`src/rtl/adder_seq_pkg.sv`:
```
// Shared types for the operand-sequencing adder controller.
// Latency: n/a (types and constants only).
// Backpressure: n/a.
package adder_seq_pkg;

  localparam int STATE_W = 2;

  typedef enum logic [STATE_W-1:0] {
    IDLE = 2'b00,
    LOAD = 2'b01,
    ADD  = 2'b10,
    SHOW = 2'b11
  } state_t;

endpackage

```
`src/rtl/key_edge_detect.sv`:
```
// Rising-edge detector for the debounced key level.
// Latency: edge_o is combinational from level_i against the previous-cycle level.
// Backpressure: none; one pulse per low-to-high transition.
module key_edge_detect (
  input  logic clk_i,
  input  logic rst_i,
  input  logic level_i,
  output logic edge_o
);

  logic level_q;

  // Previous key level; resets high so a key held through reset is not seen as a press.
  always_ff @(posedge clk_i) begin
    if (rst_i) begin
      level_q <= 1'b1;
    end else begin
      level_q <= level_i;
    end
  end

  assign edge_o = level_i & ~level_q;

endmodule

```
`src/rtl/adder_sequencer.sv`:
```
// Operand-sequencing controller: captures NUM_OPERANDS operands per key press and add/sub accumulates them.
// Latency: state changes on the edge after a key rise; ADD lasts one cycle; result shown 2 cycles after the last key edge.
// Backpressure: none; key edges arriving during ADD are ignored, clear always wins.
module adder_sequencer
  import adder_seq_pkg::*;
#(
  parameter  int WIDTH        = 4,
  parameter  int NUM_OPERANDS = 3,
  localparam int SUM_W        = WIDTH + $clog2(NUM_OPERANDS),
  localparam int IDX_W        = ($clog2(NUM_OPERANDS) > 1) ? $clog2(NUM_OPERANDS) : 1
) (
  input  logic               clock,
  input  logic               reset,
  input  logic               kout,
  input  logic [WIDTH-1:0]   operand,
  input  logic               sub,
  input  logic               clear,
  output logic [SUM_W-1:0]   disp,
  output logic               select,
  output logic               load,
  output logic [IDX_W-1:0]   idx,
  output logic               done,
  output logic               ovf,
  output logic [STATE_W-1:0] state
);

  localparam int             PAD_W    = SUM_W - WIDTH;
  localparam logic [IDX_W-1:0] LAST_IDX = IDX_W'(NUM_OPERANDS - 1);

  state_t             state_q, state_d;
  logic [SUM_W-1:0]   acc_q, acc_d;
  logic [IDX_W-1:0]   idx_q, idx_d;
  logic               ovf_q, ovf_d;
  logic [WIDTH-1:0]   op_q, op_d;
  logic               sub_q, sub_d;
  logic               key_edge;
  logic [SUM_W-1:0]   op_ext;

  key_edge_detect u_key_edge (
    .clk_i   (clock),
    .rst_i   (reset),
    .level_i (kout),
    .edge_o  (key_edge)
  );

  assign op_ext = {{PAD_W{1'b0}}, op_q};

  // State, accumulator, index, borrow flag and captured operand registers.
  always_ff @(posedge clock) begin
    if (reset) begin
      state_q <= IDLE;
      acc_q   <= '0;
      idx_q   <= '0;
      ovf_q   <= 1'b0;
      op_q    <= '0;
      sub_q   <= 1'b0;
    end else begin
      state_q <= state_d;
      acc_q   <= acc_d;
      idx_q   <= idx_d;
      ovf_q   <= ovf_d;
      op_q    <= op_d;
      sub_q   <= sub_d;
    end
  end

  // Next-state logic: key edges step the sequence, ADD applies the captured operand.
  always_comb begin
    state_d = state_q;
    acc_d   = acc_q;
    idx_d   = idx_q;
    ovf_d   = ovf_q;
    op_d    = op_q;
    sub_d   = sub_q;

    unique case (state_q)
      IDLE: begin
        if (key_edge) state_d = LOAD;
      end
      LOAD: begin
        if (key_edge) begin
          op_d    = operand;
          sub_d   = sub;
          state_d = ADD;
        end
      end
      ADD: begin
        if (sub_q) begin
          acc_d = acc_q - op_ext;
          // Borrow is sticky for the rest of the sequence.
          if (op_ext > acc_q) ovf_d = 1'b1;
        end else begin
          acc_d = acc_q + op_ext;
        end
        if (idx_q == LAST_IDX) begin
          state_d = SHOW;
        end else begin
          idx_d   = idx_q + IDX_W'(1);
          state_d = LOAD;
        end
      end
      SHOW: begin
        if (key_edge) state_d = IDLE;
      end
      default: state_d = IDLE;
    endcase

    // Clear overrides any pending key step or ADD update.
    if (clear) state_d = IDLE;

    // Everything heading into (or sitting in) IDLE starts the next sequence clean.
    if (state_d == IDLE) begin
      acc_d = '0;
      idx_d = '0;
      ovf_d = 1'b0;
    end
  end

  // Outputs decode registered state only; operand feeds disp directly outside SHOW.
  always_comb begin
    select = (state_q == SHOW);
    done   = (state_q == SHOW);
    load   = (state_q == ADD);
    disp   = (state_q == SHOW) ? acc_q : {{PAD_W{1'b0}}, operand};
    idx    = idx_q;
    ovf    = ovf_q;
    state  = state_q;
  end

endmodule

```
`config.mk`:
```
export PLATFORM = sky130hd
export DESIGN_NAME = adder_sequencer
export DESIGN_NICKNAME = d
export VERILOG_FILES = /design/src/rtl/adder_seq_pkg.sv /design/src/rtl/key_edge_detect.sv /design/src/rtl/adder_sequencer.sv
export SDC_FILE = /design/constraint.sdc
export NUM_CORES = 1
export LEC_CHECK = 0
export ABC_CLOCK_PERIOD_IN_PS = 1800
export CAP_MARGIN = 20
export CORE_ASPECT_RATIO = 0.9
export CORE_MARGIN = 5
export CORE_UTILIZATION = 35
export CTS_BUF_LIST = sky130_fd_sc_hd__clkbuf_8
export DETAILED_ROUTE_END_ITERATION = 8
export HOLD_SLACK_MARGIN = 0.08
export PLACE_DENSITY = 0.68
export SYNTH_ARGS = -nofsm -noshare
export SYNTH_HDL_FRONTEND = slang
export SYNTH_HIERARCHICAL = 1
export SYNTH_SLANG_ARGS = --single-unit
```
`constraint.sdc`:
```
create_clock -name clock -period 1.8 [get_ports clock]
set_input_delay 0.18 -clock clock [delete_from_list [all_inputs] [get_ports clock]]
set_output_delay 0.18 -clock clock [all_outputs]
set_load 0.03 [all_outputs]
```
After elaboration in Yosys (flattened, before gate mapping)

Index checks and enable logic that the tools add are counted.

Register bits after elaboration: 17
Latch bits: 0
Memory bits (writable): 0
Memory bits (read-only): 0
Bits of input ports: 9
Output and inout port bits: 14
Word-level logic and storage cells: 32
Memories: 0

Add/subtract/negate cells: 3
$mul: 0
Divide/modulo/power cells: 0
$lt $le $gt $ge: 1
Equality and inequality tests: 4
Shift-type cells: 0
Mux-type cells: 8
Bitwise logic cells: 3
Reductions and logical operators: 6

Operators with widths:

| cell                  | count |
|---|---|
| $mux W6               | 2 |
| $mux W2               | 5 |
| $pmux W2 S4           | 1 |
| $add A6 B4 Y6         | 1 |
| $eq A2 B2 Y1 const B  | 3 |
| $gt A4 B6 Y1          | 1 |
| $sub A6 B4 Y6         | 1 |
| $logic_not A2 Y1      | 2 |
| $reduce_and A2 Y1     | 2 |
| $reduce_and A3 Y1     | 1 |
| $add A2 B1 Y2 const B | 1 |
| $eq A2 B1 Y1 const B  | 1 |
| $not A1 Y1            | 2 |
| $reduce_or A2 Y1      | 1 |
| $and A1 B1 Y1         | 1 |

Logic depth before layout (Yosys ltp)

Depth after elaboration: 7
Depth in mapped cells: 8
Mapped depth without buffers: 8

Modules after synthesis

The synthesis kept the hierarchy.

Modules (own cells, without submodules):

| module          | times used | cells each | area an instance (µm²) | sequential area each (µm²) |
|---|---|---|---|---|
| adder_sequencer | 1          | 124        | 1098.6                 | 320.3 |
| key_edge_detect | 1          | 3          | 32.5                   | 20.0 |

Least setup slack after synthesis

OpenSTA, ideal clock, no wires.

Path kind: reg2out
From: register state_q[1], in the netlist state[1]
To: output disp[0]
Arrival time: 1.546 ns
Required time: 1.620 ns
Slack: 0.074 ns
Cell stages (with the launch flop): 3
Path buffers: 0
Cells stage by stage: dfxtp_1 > nand2_1 > o21ai_0

Cells in the longest elaborated chain, start to end: 2

RTL lines:

| what                   | line                   | RTL |
|---|---|---|
| start, declared        | adder_sequencer.sv:30  | `state_t state_q, state_d;` |
| start signal, assigned | adder_sequencer.sv:58  | `state_q <= state_d;` |
| $eq A2 B2 Y1           | adder_sequencer.sv:124 | `disp = (state_q == SHOW) ? acc_q : {{PAD_W{1'b0}}, operand};` |
| $mux W6                | adder_sequencer.sv:124 |  |
| end, declared          | adder_sequencer.sv:18  | `output logic [SUM_W-1:0] disp,` |

Every way passes these cells.

Worst setup path in the final report

From: register op_q[2]
To: register acc_q[3]

Cells in the longest elaborated chain, start to end: 2
Elaborated cells between the ends (all ways): 3
Classes of those cells: add/sub (2); mux (1)

RTL lines:

| what                                                  | line                                         | RTL |
|---|---|---|
| start, declared                                       | adder_sequencer.sv:34                        | `logic [WIDTH-1:0] op_q, op_d;` |
| start signal, assigned                                | adder_sequencer.sv:62                        | `op_q <= op_d;` |
| $add A6 B4 Y6 / $sub A6 B4 Y6 (equally long branches) | adder_sequencer.sv:93, adder_sequencer.sv:89 |  |
| $mux W6 *                                             | adder_sequencer.sv:88                        | `if (sub_q) begin` |
| end signal, assigned                                  | adder_sequencer.sv:52                        | `acc_q <= '0;` |
| end signal, assigned                                  | adder_sequencer.sv:59                        | `acc_q <= acc_d;` |
| end, declared                                         | adder_sequencer.sv:31                        | `logic [SUM_W-1:0] acc_q, acc_d;` |

Every way passes the cells marked *; elsewhere a longest branch is shown, timed or not.
A chain may end at the register's enable or synchronous reset.

==> results.sh <==
export IMPL_status="completed"
export IMPL_netlist_area_mm2=0.00113
export IMPL_synth_async_sr_flop_share=0
export IMPL_num_antenna_cells=0
export IMPL_synth_area_top_cells="sky130_fd_sc_hd__dfxtp_1 30%, sky130_fd_sc_hd__ha_1 10%, sky130_fd_sc_hd__mux2i_1 7.1%"
export IMPL_max_clock_freq_ghz=0.580
export IMPL_wl_per_cell_um=13.4
export IMPL_parity_gate_share_of_the_synthesized_area_counting_xor_and_xnor_cells=0.0232
export IMPL_maxSlewHeadroom=0.741
export IMPL_start_kind="flip-flop"
export IMPL_timing_critical_path_fanout_max=7
export IMPL_groute_usage_overall=0.122
export IMPL_worst_setup_path_end_kind="flip-flop"
export IMPL_grt_overflow=0
export IMPL_post_synth_fa_ha_maj_area_fraction=0.135
export IMPL_fin_crit_sh=0.958
export IMPL_standby_leakage_power_nw=0.709
export IMPL_synthesized_area_fraction_occupied_by_ao_oa_aoi_and_oai_cells=0.112
export IMPL_synth_distinct_cells=39
export IMPL_design_final_nets=178
export IMPL_worst_slew_pin_slew_ns=0.388
export IMPL_top_area_cell_type_share_of_the_netlist_area=0.301
export IMPL_multi_input_comb_area_um2=716
export IMPL_ys_seq_elements=17
export IMPL_syn_area_per_cell_um2=8.91
export IMPL_finish_instance_area_mm2=0.00150
export IMPL_core_area_mm2=0.00309
export IMPL_grt_pass1_vias=1025
export IMPL_number_of_search_and_repair_iterations_in_the_first_detailed_routing_pass=4
export IMPL_tritoncts="yes"
export IMPL_fillers=318
export IMPL_worstSkewPairLatency_ns=0.25
export IMPL_drt_total_wl_um=2660
export IMPL_placed_cell_area_mm2=0.00142
export IMPL_final_core_utilization=0.486
export IMPL_synth_area_leader_cell="sky130_fd_sc_hd__dfxtp_1"
export IMPL_cts_hold_fix_buffers=0
export IMPL_synth_mux_area_frac=0.0907
export IMPL_synth_simple_area_share=0.256
export IMPL_clk_pin_slew_worst_paths_ns=0.07
export IMPL_path_class="reg -> reg"
export IMPL_ys_warn_count=6
export IMPL_io_pin_count=23
export IMPL_die_h_um=63.9
export IMPL_remaining_drc_errors=0
export IMPL_post_drt_via_cell_ratio=5.06
export IMPL_clockRootBuffer="sky130_fd_sc_hd__clkbuf_8"
export IMPL_fp_dieW_um=69.9
export IMPL_largest_net_degree_at_the_start_of_global_routing=13
export IMPL_area_growth_pct=32.7
export IMPL_finalSetupViolations=0
export IMPL_timing_final_max_slew_violations=0
export IMPL_min_period_ns=1.72
export IMPL_vdd_ir_drop_max_uv=362
export IMPL_synth_edf_count=0
export IMPL_postSynthCellCount=127
export IMPL_tritoncts_num_sinks=17
export IMPL_place_congestion=0.795
export IMPL_cp_data_arrival_time_ns=1.92
export IMPL_worst_ep_required_time_ns=2.00
export IMPL_detailroute_via_count=1006
export IMPL_setup_repair_after_global_routing_missed_its_margin="yes"
export IMPL_core_rowCount=19
export IMPL_regArea_um2=344
export IMPL_port_buffer_count=22
export IMPL_max_cap_violations=0
export IMPL_antenna_violations_before_repair=0
export IMPL_die_area_mm2=0.00447
export IMPL_pwr_density_cell_mw_per_mm2=492
export IMPL_clk_path_buf_depth=2
export IMPL_synth_fp_nets=147
export IMPL_final_layout_size_suffix_gt1_frac=0.197
export IMPL_htree_levels=1
export IMPL_synth_top_flop_cell="sky130_fd_sc_hd__dfxtp_1"
export IMPL_dr_first_iter_drc_count=33
export IMPL_start_util=0.366
export IMPL_synth_yosys_seq_area_share=0.301
export IMPL_antenna_left=0
export IMPL_grt_pass1_wl_um=4500
export IMPL_synth_top_family_by_area="simple AND/OR/NAND/NOR gates"
export IMPL_setup_tns_ns=0
export IMPL_worstHoldPathType="reg -> reg"
export IMPL_clock_skew_ns=0.00264
export IMPL_cts_inserted_buffers=3
export IMPL_hold_viol_final=0
export IMPL_hpwlAfterDp_um=2020
==> where the power goes <==
| part | switching, mW | internal (mW) | leakage, nW |
|---|---|---|---|
| logic | 0.0347 | 0.0358 | 0.545 |
| registers | 0.000916 | 0.378 | 0.139 |
| clock network | 0.135 | 0.154 | 0.0255 |
==> placed cells by master, fill, tap and decap left out, drive strengths merged, types with 2 or more instances in the layout <==
master         count
o21ai              4
mux2               2
clkbuf             3
a21oi              5
nor2              13
buf               12
and3               3
ha                 9
nor3b              2
nor3               2
fa                 2
clkinv             2
nand2b             4
dlygate4sd2        2
clkdlybuf4s50     13
nand3              4
nor2b              3
a211oi             4
dlymetal6s2s       5
nand2              9
a31oi              2
dfxtp             17
nor4               2
xnor2              2
mux2i              8
nand3b             2
inv               10
==> flip-flops by register name (all words and copies together) (netlist names) <==
signal and cells:
op_q 4, idx 2, ovf 1, acc_q 6, sub_q 1, state 2, u_key_edge/level_q 1
==> cell usage after synthesis (3+ instances only) <==
cell and instances:
sky130_fd_sc_hd__nand2_1 9, sky130_fd_sc_hd__dfxtp_1 17, sky130_fd_sc_hd__mux2i_1 8, sky130_fd_sc_hd__nand2b_1 4
sky130_fd_sc_hd__inv_1 10, sky130_fd_sc_hd__nor2_1 12, sky130_fd_sc_hd__a21oi_1 5, sky130_fd_sc_hd__buf_6 3
sky130_fd_sc_hd__o21ai_0 4, sky130_fd_sc_hd__nor2b_1 3, sky130_fd_sc_hd__a211oi_1 4, sky130_fd_sc_hd__nand3_1 3
sky130_fd_sc_hd__and3_1 3, sky130_fd_sc_hd__ha_1 9
==> logic make-up after synthesis <==
group                    Yosys count
AO/OA/AOI/OAI                     20
flip-flops                        17
XOR/XNOR                           3
multiplexers                      10
adder cells (fa/ha/maj)           11
AND/OR/NAND/NOR                   49
buffers and inverters             17
==> what timing repair did <==
action	CTS	global route
endpoints found under the setup margin	2	8
pin swaps	0	2
buffers inserted	0	0
gates resized for setup	2	15
==> area by class of cell <==
cell class,instances,area share
multi-input combinational,93,0.477
sequential,17,0.229
timing repair buffer,32,0.200
tap,42,0.0350
inverter,11,0.0283
clock buffer,3,0.0275
clock inverter,1,0.00333
==> worst paths after layout <==
path                                 to            startpoint  cells past startpoint  slack, ns
setup reg to reg  acc_q[3]$_SDFFE_PP0N_  op_q[2]$_SDFFE_PP0P_                      6       0.08
hold / removal         ovf$_SDFFE_PP0P_      ovf$_SDFFE_PP0P_                      1       0.47
setup / recovery  acc_q[3]$_SDFFE_PP0N_  op_q[2]$_SDFFE_PP0P_                      6       0.08
hold reg to reg        ovf$_SDFFE_PP0P_      ovf$_SDFFE_PP0P_                      1       0.47
==> metrics by stage <==
step / hold WS [ns] / instances / setup WS [ns] / total power [mW]
final: 0.471 / 199 / 0.0751 / 0.738
after global routing: 0.527 / 199 / -0.0401 / 0.772
after CTS: 0.475 / 199 / 0.000898 / 0.750
after detailed placement: 0.459 / 195 / 0.0436 / 0.460
after global placement: 0.455 / 195 / 0.0646 / 0.458
after floorplan: 0.252 / 127 / 0.0740 / 0.420
==> routing by layer <==
layer | routed length, um | GRT usage
met2 | 1340 | 0.216
met1 | 1180 | 0.150
met4 | 30 | 0.0359
met3 | 109 | 0.0266
met5 | 0 | 0
==> worst max-delay path, stage by stage, from the launching register on <==
cell,delay (ns)
sky130_fd_sc_hd__dfxtp_1,0.33
sky130_fd_sc_hd__inv_1,0.05
sky130_fd_sc_hd__ha_2,0.32
sky130_fd_sc_hd__a21oi_1,0.22
sky130_fd_sc_hd__a21boi_0,0.15
sky130_fd_sc_hd__or4_1,0.52
sky130_fd_sc_hd__nand3_1,0.09
Note: power is estimated with default switching activity, not from simulation.
